--- src/rtl/uart_pkg.sv ---
// Shared UART definitions: FSM states, frame-format encodings and data-length limits.
// Used by both the configurable transmitter and its receiver counterpart.
package uart_pkg;

   typedef enum logic [2:0] {IDLE, START, DATA, PARITY, STOP} tx_state_e;
   typedef enum logic [1:0] {PAR_NONE, PAR_EVEN, PAR_ODD} parity_e;
   typedef enum logic [1:0] {STOP_1, STOP_1P5, STOP_2} stop_e;

   localparam int unsigned MIN_DATA_BITS = 5;
   localparam int unsigned MAX_DATA_BITS = 9;

   // Code 11 is not a legal parity setting and is sent as no parity.
   function automatic parity_e decode_parity(input logic [1:0] code);
      case (code)
         2'b01:   return PAR_EVEN;
         2'b10:   return PAR_ODD;
         default: return PAR_NONE;
      endcase
   endfunction

   // Code 11 is not a legal stop setting and is sent as two stop bits.
   function automatic stop_e decode_stop(input logic [1:0] code);
      case (code)
         2'b00:   return STOP_1;
         2'b01:   return STOP_1P5;
         default: return STOP_2;
      endcase
   endfunction

endpackage

--- src/rtl/uart_tx_cfg.sv ---
// Runtime-configurable UART transmitter (5..DATA_BITS data bits, none/even/odd parity,
// 1/1.5/2 stop bits), paced by an oversampling tick, with registered outputs.
module uart_tx_cfg
   import uart_pkg::*;
#(
   parameter int unsigned DATA_BITS = 8,
   parameter int unsigned OVS       = 16
) (
   input  logic                 clk,
   input  logic                 reset,
   input  logic                 tic,
   input  logic                 tx_start,
   input  logic [DATA_BITS-1:0] din,
   input  logic [3:0]           cfg_nbits,
   input  logic [1:0]           cfg_parity,
   input  logic [1:0]           cfg_stop,
   output logic                 tx_data,
   output logic                 tx_ready,
   output logic                 tx_busy,
   output logic                 tx_done
);

   localparam int unsigned CW = $clog2(2 * OVS);
   localparam logic [CW-1:0] BIT_LAST = CW'(OVS - 1);

   tx_state_e            state;
   logic [CW-1:0]        tick_cnt;
   logic [3:0]           bit_cnt;
   logic [3:0]           nbits;
   logic [DATA_BITS-1:0] shift_reg;
   parity_e              parity;
   stop_e                stop_len;
   logic                 par_bit;

   logic [3:0]           nbits_clamped;
   logic [DATA_BITS-1:0] din_masked;
   logic [CW-1:0]        tick_last;
   logic                 bit_end;
   parity_e              parity_req;

   always_comb begin
      if (cfg_nbits < 4'(MIN_DATA_BITS))
         nbits_clamped = 4'(MIN_DATA_BITS);
      else if (cfg_nbits > 4'(DATA_BITS))
         nbits_clamped = 4'(DATA_BITS);
      else
         nbits_clamped = cfg_nbits;

      din_masked = '0;
      for (int unsigned i = 0; i < DATA_BITS; i++)
         if (i < 32'(nbits_clamped))
            din_masked[i] = din[i];

      parity_req = decode_parity(cfg_parity);
   end

   // Only the stop bit has a configurable length; every other bit is OVS tics.
   always_comb begin
      tick_last = BIT_LAST;
      if (state == STOP) begin
         case (stop_len)
            STOP_1:   tick_last = CW'(OVS - 1);
            STOP_1P5: tick_last = CW'((3 * OVS) / 2 - 1);
            default:  tick_last = CW'(2 * OVS - 1);
         endcase
      end
      bit_end = tic && (tick_cnt == tick_last);
   end

   always_ff @(posedge clk) begin
      if (reset) begin
         state     <= IDLE;
         tick_cnt  <= '0;
         bit_cnt   <= '0;
         nbits     <= '0;
         shift_reg <= '0;
         parity    <= PAR_NONE;
         stop_len  <= STOP_1;
         par_bit   <= 1'b0;
         tx_data   <= 1'b1;
         tx_ready  <= 1'b1;
         tx_busy   <= 1'b0;
         tx_done   <= 1'b0;
      end else begin
         tx_done <= 1'b0;
         if (state != IDLE && tic)
            tick_cnt <= bit_end ? '0 : tick_cnt + CW'(1);

         case (state)
            IDLE: begin
               if (tx_start) begin
                  shift_reg <= din;
                  nbits     <= nbits_clamped;
                  parity    <= parity_req;
                  stop_len  <= decode_stop(cfg_stop);
                  par_bit   <= (^din_masked) ^ (parity_req == PAR_ODD);
                  tick_cnt  <= '0;
                  bit_cnt   <= '0;
                  state     <= START;
                  tx_data   <= 1'b0;
                  tx_busy   <= 1'b1;
                  tx_ready  <= 1'b0;
               end
            end
            START: begin
               if (bit_end) begin
                  state   <= DATA;
                  tx_data <= shift_reg[0];
               end
            end
            DATA: begin
               if (bit_end) begin
                  shift_reg <= shift_reg >> 1;
                  bit_cnt   <= bit_cnt + 4'd1;
                  if (bit_cnt == nbits - 4'd1) begin
                     if (parity != PAR_NONE) begin
                        state   <= PARITY;
                        tx_data <= par_bit;
                     end else begin
                        state   <= STOP;
                        tx_data <= 1'b1;
                     end
                  end else begin
                     // shift_reg[1] becomes shift_reg[0] on this same edge.
                     tx_data <= shift_reg[1];
                  end
               end
            end
            PARITY: begin
               if (bit_end) begin
                  state   <= STOP;
                  tx_data <= 1'b1;
               end
            end
            STOP: begin
               if (bit_end) begin
                  state    <= IDLE;
                  tx_done  <= 1'b1;
                  tx_busy  <= 1'b0;
                  tx_ready <= 1'b1;
               end
            end
            default: state <= IDLE;
         endcase
      end
   end

endmodule

--- config.mk ---
export PLATFORM = sky130hd
export DESIGN_NAME = uart_tx_cfg
export DESIGN_NICKNAME = d
export VERILOG_FILES = /design/src/rtl/uart_pkg.sv /design/src/rtl/uart_tx_cfg.sv
export SDC_FILE = /design/constraint.sdc
export NUM_CORES = 1
export LEC_CHECK = 0
export CAP_MARGIN = 20
export CORE_MARGIN = 2
export CORE_UTILIZATION = 56
export CTS_BUF_LIST = sky130_fd_sc_hd__clkbuf_8
export DETAILED_ROUTE_END_ITERATION = 8
export PLACE_DENSITY_LB_ADDON = 0.3
export SLEW_MARGIN = 30
export SYNTH_ARGS = -nofsm -noshare
export SYNTH_HDL_FRONTEND = slang
export SYNTH_SLANG_ARGS = --single-unit
--- constraint.sdc ---
create_clock -name clk -period 2.17 [get_ports clk]
set_input_delay 0.217 -clock clk [delete_from_list [all_inputs] [get_ports clk]]
set_output_delay 0.217 -clock clk [all_outputs]
set_load 0.05 [all_outputs]
; ---- Yosys cells after proc, flatten, opt, wreduce, memory -nomap -nowiden
; Cells that the tools add are included.
[word_totals]
mem_count = 0
ram_bits = 0
latch_bits = 0
input_bits = 20
ff_bits = 33
rom_bits = 0
out_inout_bits = 4
[classes]
n_addsub = 3
n_mux = 44
magnitude_cmp = 10
n_bitwise = 2
div = 0
shift = 0
multipliers = 0
n_eq_ne = 17
n_reduce_logical = 17
[ops]
columns = operator, count
row1 = $mux W5, 5
row2 = $mux W3, 7
row3 = $mux W1, 17
row4 = $lt A3 B4 Y1 const A, 4
row5 = $mux W4, 4
row6 = $mux W8, 2
row7 = $pmux W8 S2, 1
row8 = $pmux W3 S5, 1
row9 = $ne A2 B2 Y1 const B, 6
row10 = $pmux W5 S2, 1
row11 = $lt A1 B4 Y1 const A, 2
row12 = $lt A2 B4 Y1 const A, 2
row13 = $pmux W2 S2, 2
row14 = $pmux W4 S2, 1
row15 = $reduce_xor A8 Y1, 1
row16 = $eq A2 B1 Y1 const B, 3
row17 = $eq A3 B2 Y1 const B, 2
row18 = $reduce_and A3 Y1, 2
row19 = $reduce_and A6 Y1, 1
row20 = $reduce_bool A2 Y1, 3
row21 = $add A5 B1 Y5 const B, 1
row22 = $eq A5 B5 Y1, 1
row23 = $reduce_and A5 Y1, 1
row24 = $add A4 B1 Y4 const B, 1
row25 = other kinds (18), 22

; ---- Longest topological paths before layout
[depth]
depth_word = 9
mapped_depth = 7
mapped_depth_nobuf = 7

; ---- Least setup slack after synthesis
; OpenSTA, ideal clock, no wires.
[synth_path]
path_kind = register to register
from = reg state[0]
to = reg shift_reg[1]
synth_period_minus_slack_ns = 1.824
stages_incl_launch_ff = 7
arrival_time_ns = 1.706
slack_ns = 0.346
path_cell_list = dfxtp_1 > buf_6 > or3b_4 > a32o_1 > o211ai_4 > nand2_2 > o221a_2
[synth_between]
elab_chain_cells = 6
[synth_lines]
columns = element, line_no
row1 = from (decl), uart_tx_cfg.sv:26  ; tx_state_e state;
row2 = from (signal assigned), uart_tx_cfg.sv:72  ; state <= IDLE;
row3 = from (signal assigned), uart_tx_cfg.sv:99  ; state <= START;
row4 = from (signal assigned), uart_tx_cfg.sv:107  ; state <= DATA;
row5 = $eq A3 B3 Y1, uart_tx_cfg.sv:60  ; if (state == STOP) begin
row6 = $mux W5, uart_tx_cfg.sv:60
row7 = $eq A5 B5 Y1, uart_tx_cfg.sv:67  ; bit_end = tic && (tick_cnt == tick_last);
row8 = $logic_and A1 B1 Y1, uart_tx_cfg.sv:67
row9 = $ne A2 B2 Y1 (no source line), -
row10 = $reduce_and A3 Y1 (no source line), -
row11 = to (signal assigned), uart_tx_cfg.sv:92  ; shift_reg <= din;
row12 = to (signal assigned), uart_tx_cfg.sv:113  ; shift_reg <= shift_reg >> 1;
row13 = to (decl), uart_tx_cfg.sv:30  ; logic [DATA_BITS-1:0] shift_reg;
; Several ways; a longest one is shown, not always the timed one.
; A chain may end at the register's enable or synchronous reset.

; ---- Worst setup path in the final report
[layout_path]
from = reg state[0]
to = reg tick_cnt[3]
[layout_between]
elab_chain_cells = 8
[layout_lines]
columns = element, line_no
row1 = $eq A3 B3 Y1, uart_tx_cfg.sv:60
row2 = $mux W5, uart_tx_cfg.sv:60
row3 = $eq A5 B5 Y1, uart_tx_cfg.sv:67
row4 = $logic_and A1 B1 Y1, uart_tx_cfg.sv:67
row5 = $mux W5, uart_tx_cfg.sv:87  ; tick_cnt <= bit_end ? '0 : tick_cnt + CW'(1);
row6 = $mux W5, uart_tx_cfg.sv:86  ; if (state != IDLE && tic)
row7 = $mux W5, uart_tx_cfg.sv:91  ; if (tx_start) begin
row8 = $mux W5 *, uart_tx_cfg.sv:89  ; case (state)
row9 = to (signal assigned), uart_tx_cfg.sv:87
row10 = to (decl), uart_tx_cfg.sv:27  ; logic [CW-1:0] tick_cnt;
; Mark *: on every way between the ends. The rest lies on a longest branch, timed or not.

==> metrics.md <==
| Metric | Value |
|---|---|
| Outcome | `finished clean` |
| Antenna violations before repair | `0` |
| Most frequent cells after synthesis | `33 x dfxtp_1, 28 x nor2_1, 22 x nand2_1, 15 x a21oi_1, 13 x xnor2_1` |
| Critical path fanouts, max | `12` |
| Vias per cell | `6.05` |
| Critical Setup Path Class | `flip-flop to flip-flop` |
| Post-synth cell types | `43` |
| Largest cells by area after synthesis | `dfxtp_1 38%, xnor2_1 6.5%, nor2_1 6.0%` |
| Count of pins over their slew limit | `0` |
| Most numerous cell in the Yosys netlist | `dfxtp_1` |
| Min cycle time layout | `2.03 ns` |
| Post-DP HPWL | `3010 um` |
| Measured slew at the worst slew-check pin | `0.536 ns` |
| Setup crit start kind | `flip-flop` |
| H-tree depth | `2` |
| Initial core utilization | `58.4%` |
| Vias | `1622` |
| Total GRT Usage | `26.2%` |
| Syn Nets | `233` |
| Mapped Cells | `210` |
| Post-Layout Cell Count | `268` |
| WP data required | `2.39 ns` |
| Die height | `60.0 um` |
| Syn_area_per_cell | `8.35 um^2` |
| DR WL/cell | `15.3 um` |
| CP max-delay cell | `dfxtp_1` |
| Post-route DRC | `0` |
| Crit end category | `flip-flop` |
| Reg clk slew, reported paths | `0.06 ns` |
| Final setup TNS | `0 ns` |
| FP Rows | `20` |
| Post-layout net count | `258` |
| Register area share after synthesis | `37.7%` |
| Fraction of registers with async set/reset | `0%` |
| Max reg flops | `8` |
| Tcrit/Tclk final | `93.8%` |
| Leading area contributor after synthesis | `dfxtp_1` |
| Synthesized flop and latch total | `33` |
| Fill cells | `253` |
| F_max | `0.491 GHz` |
| Max-Cap Viols | `0` |
| GR Overflow Total | `0` |
| Final ANT Viol Nets | `0` |
| Mapped Area | `1750 um^2` |
| RePlAce Congestion | `0.842` |
| Drt first-iter violations | `69` |
| Max Root-Sink Buffers | `2` |
| TritonCTS clock tree | `yes` |
| Worst-path cell chain | `and4bb_2, a32o_1, o21ai_1, o21ai_0, nor2_1` |
| Die Area | `3590 um^2` |
| Max-slew headroom | `64.1%` |
| Worst-skew pair later-pin latency | `0.28 ns` |
| Final Skew | `0.00455 ns` |
| CTS Buf Count | `5` |
| Post-synth EDFFs | `0` |
| Top-Level Pins | `24` |
| CP arrival | `2.25 ns` |
| Post-CTS Hold Buffers | `0` |
| Largest net degree at the start of global routing | `17` |
| First-pass GRT wire length | `6950 um` |
| Main synth FF type | `dfxtp_1` |
| PwrDens | `710 nW/um^2` |
| Die W | `60.0 um` |
| CTS Root Cell | `clkbuf_8` |
| PostCTS Resize Cnt | `0` |
| Final hold violation count | `0` |
| Area growth syn-to-layout | `20.0%` |
| RSZ-0062 raised after global routing | `no` |
| Yosys warnings | `0` |
| Vias in the first global route | `1582` |
| Setup repair bufs after CTS | `0` |
| Setup violations, final | `0` |
| Core area | `3000 um^2` |
| Routed Wire Length | `4090 um` |
| Hold crit path type | `flip-flop to flip-flop` |
| Diodes inserted | `0` |
| Max incr delay on CP | `0.56 ns` |
| Peak VDD IR | `0.000409 V` |
| DP Cell Count | `261` |
| Clock sink count | `33` |
| P_leak | `0.000778 uW` |
| Port Buffers | `23` |
| Yosys top cell area share | `37.7%` |
| Drt pass-1 iters | `4` |
| Share of layout cells above drive strength 1 | `11.1%` |
-- where the power goes --
part	total, uW	switching [uW]	leakage, uW	internal (uW)
clock network	454	208	0.0000485	246
logic	345	186	0.000459	159
registers	695	40.9	0.000270	654
total	1490	434	0.000778	1060
-- cells by family after synthesis --
logic type / count (synthesis) / synth area share, %
DFF: 33 / 37.7
and+or+nand+nor: 87 / 24.0
buffers and inverters: 16 / 4.28
adders and majority gates: 3 / 2.14
AOI/OAI and AO/OA: 49 / 20.5
xor gates and xnor gates: 18 / 8.99
muxes: 4 / 2.43
-- placed cells by master (no fill, tap or decap), types with 3 or more instances in the layout --
master           synthesis  layout
dfxtp_1                 33      33
nor2_1                  28      28
clkdlybuf4s50_1          0      23
nand2_1                 22      22
a21oi_1                 15      15
xnor2_1                 13      13
o21ai_0                  9       9
nand3_1                  8       8
o221a_2                  7       7
buf_4                    0       7
nor3_1                   6       6
clkbuf_8                 0       6
inv_1                    4       5
xor2_1                   5       5
or3_1                    5       5
nor2b_1                  3       3
and2_1                   3       3
nand3b_1                 3       3
ha_1                     3       3
-- worst max-delay path, delay by kind of cell (launching register included) --
| kind | cells | cell delay [ns] |
|---|---|---|
| and+or+nand+nor | 2 | 0.46 |
| AOI/OAI and AO/OA | 3 | 0.95 |
| DFF | 1 | 0.56 |
-- routing by layer --
metal	share of wire, %	vias to the layer above	track usage [%]
met5	0	-	0
met4	1.1	0	10.2
met3	5.6	5	7.14
met2	53	53	47.0
met1	40	762	29.0
li1	-	802	-
-- worst paths after layout --
kind | startpoint | end | slack (ns) | depth (start not counted)
setup reg to reg | state[0]$_SDFFE_PP0P_ | tick_cnt[3]$_SDFF_PP0_ | 0.14 | 5
setup / recovery | state[0]$_SDFFE_PP0P_ | tick_cnt[3]$_SDFF_PP0_ | 0.14 | 5
hold reg to reg | parity[1]$_SDFFE_PP0P_ | parity[1]$_SDFFE_PP0P_ | 0.46 | 2
hold / removal | parity[1]$_SDFFE_PP0P_ | parity[1]$_SDFFE_PP0P_ | 0.46 | 2
-- cell type report --
class,count,area (um^2),share of cell area (%)
Clock buffer,6,82.6,3.93
Clock inverter,1,3.75,0.178
Inverter,4,15.0,0.714
Multi-Input combinational cell,161,1020,48.4
Sequential cell,33,661,31.4
Tap cell,33,41.3,1.96
Timing Repair Buffer,30,283,13.4
-- through the flow --
step	utilization (%)	cell area [um^2]	hold WS, ns	setup slack (ns)	total power (uW)
after floorplan	-	1750	0.353	0.346	935
after global placement	67.2	2020	0.442	0.250	1040
after detailed placement	67.2	2020	0.450	0.131	1050
after CTS	70.0	2100	0.458	0.173	1500
after global routing	70.0	2100	0.494	0.0138	1570
final	70.0	2100	0.461	0.135	1490
No activity file was read; power rests on OpenSTA's default activity.
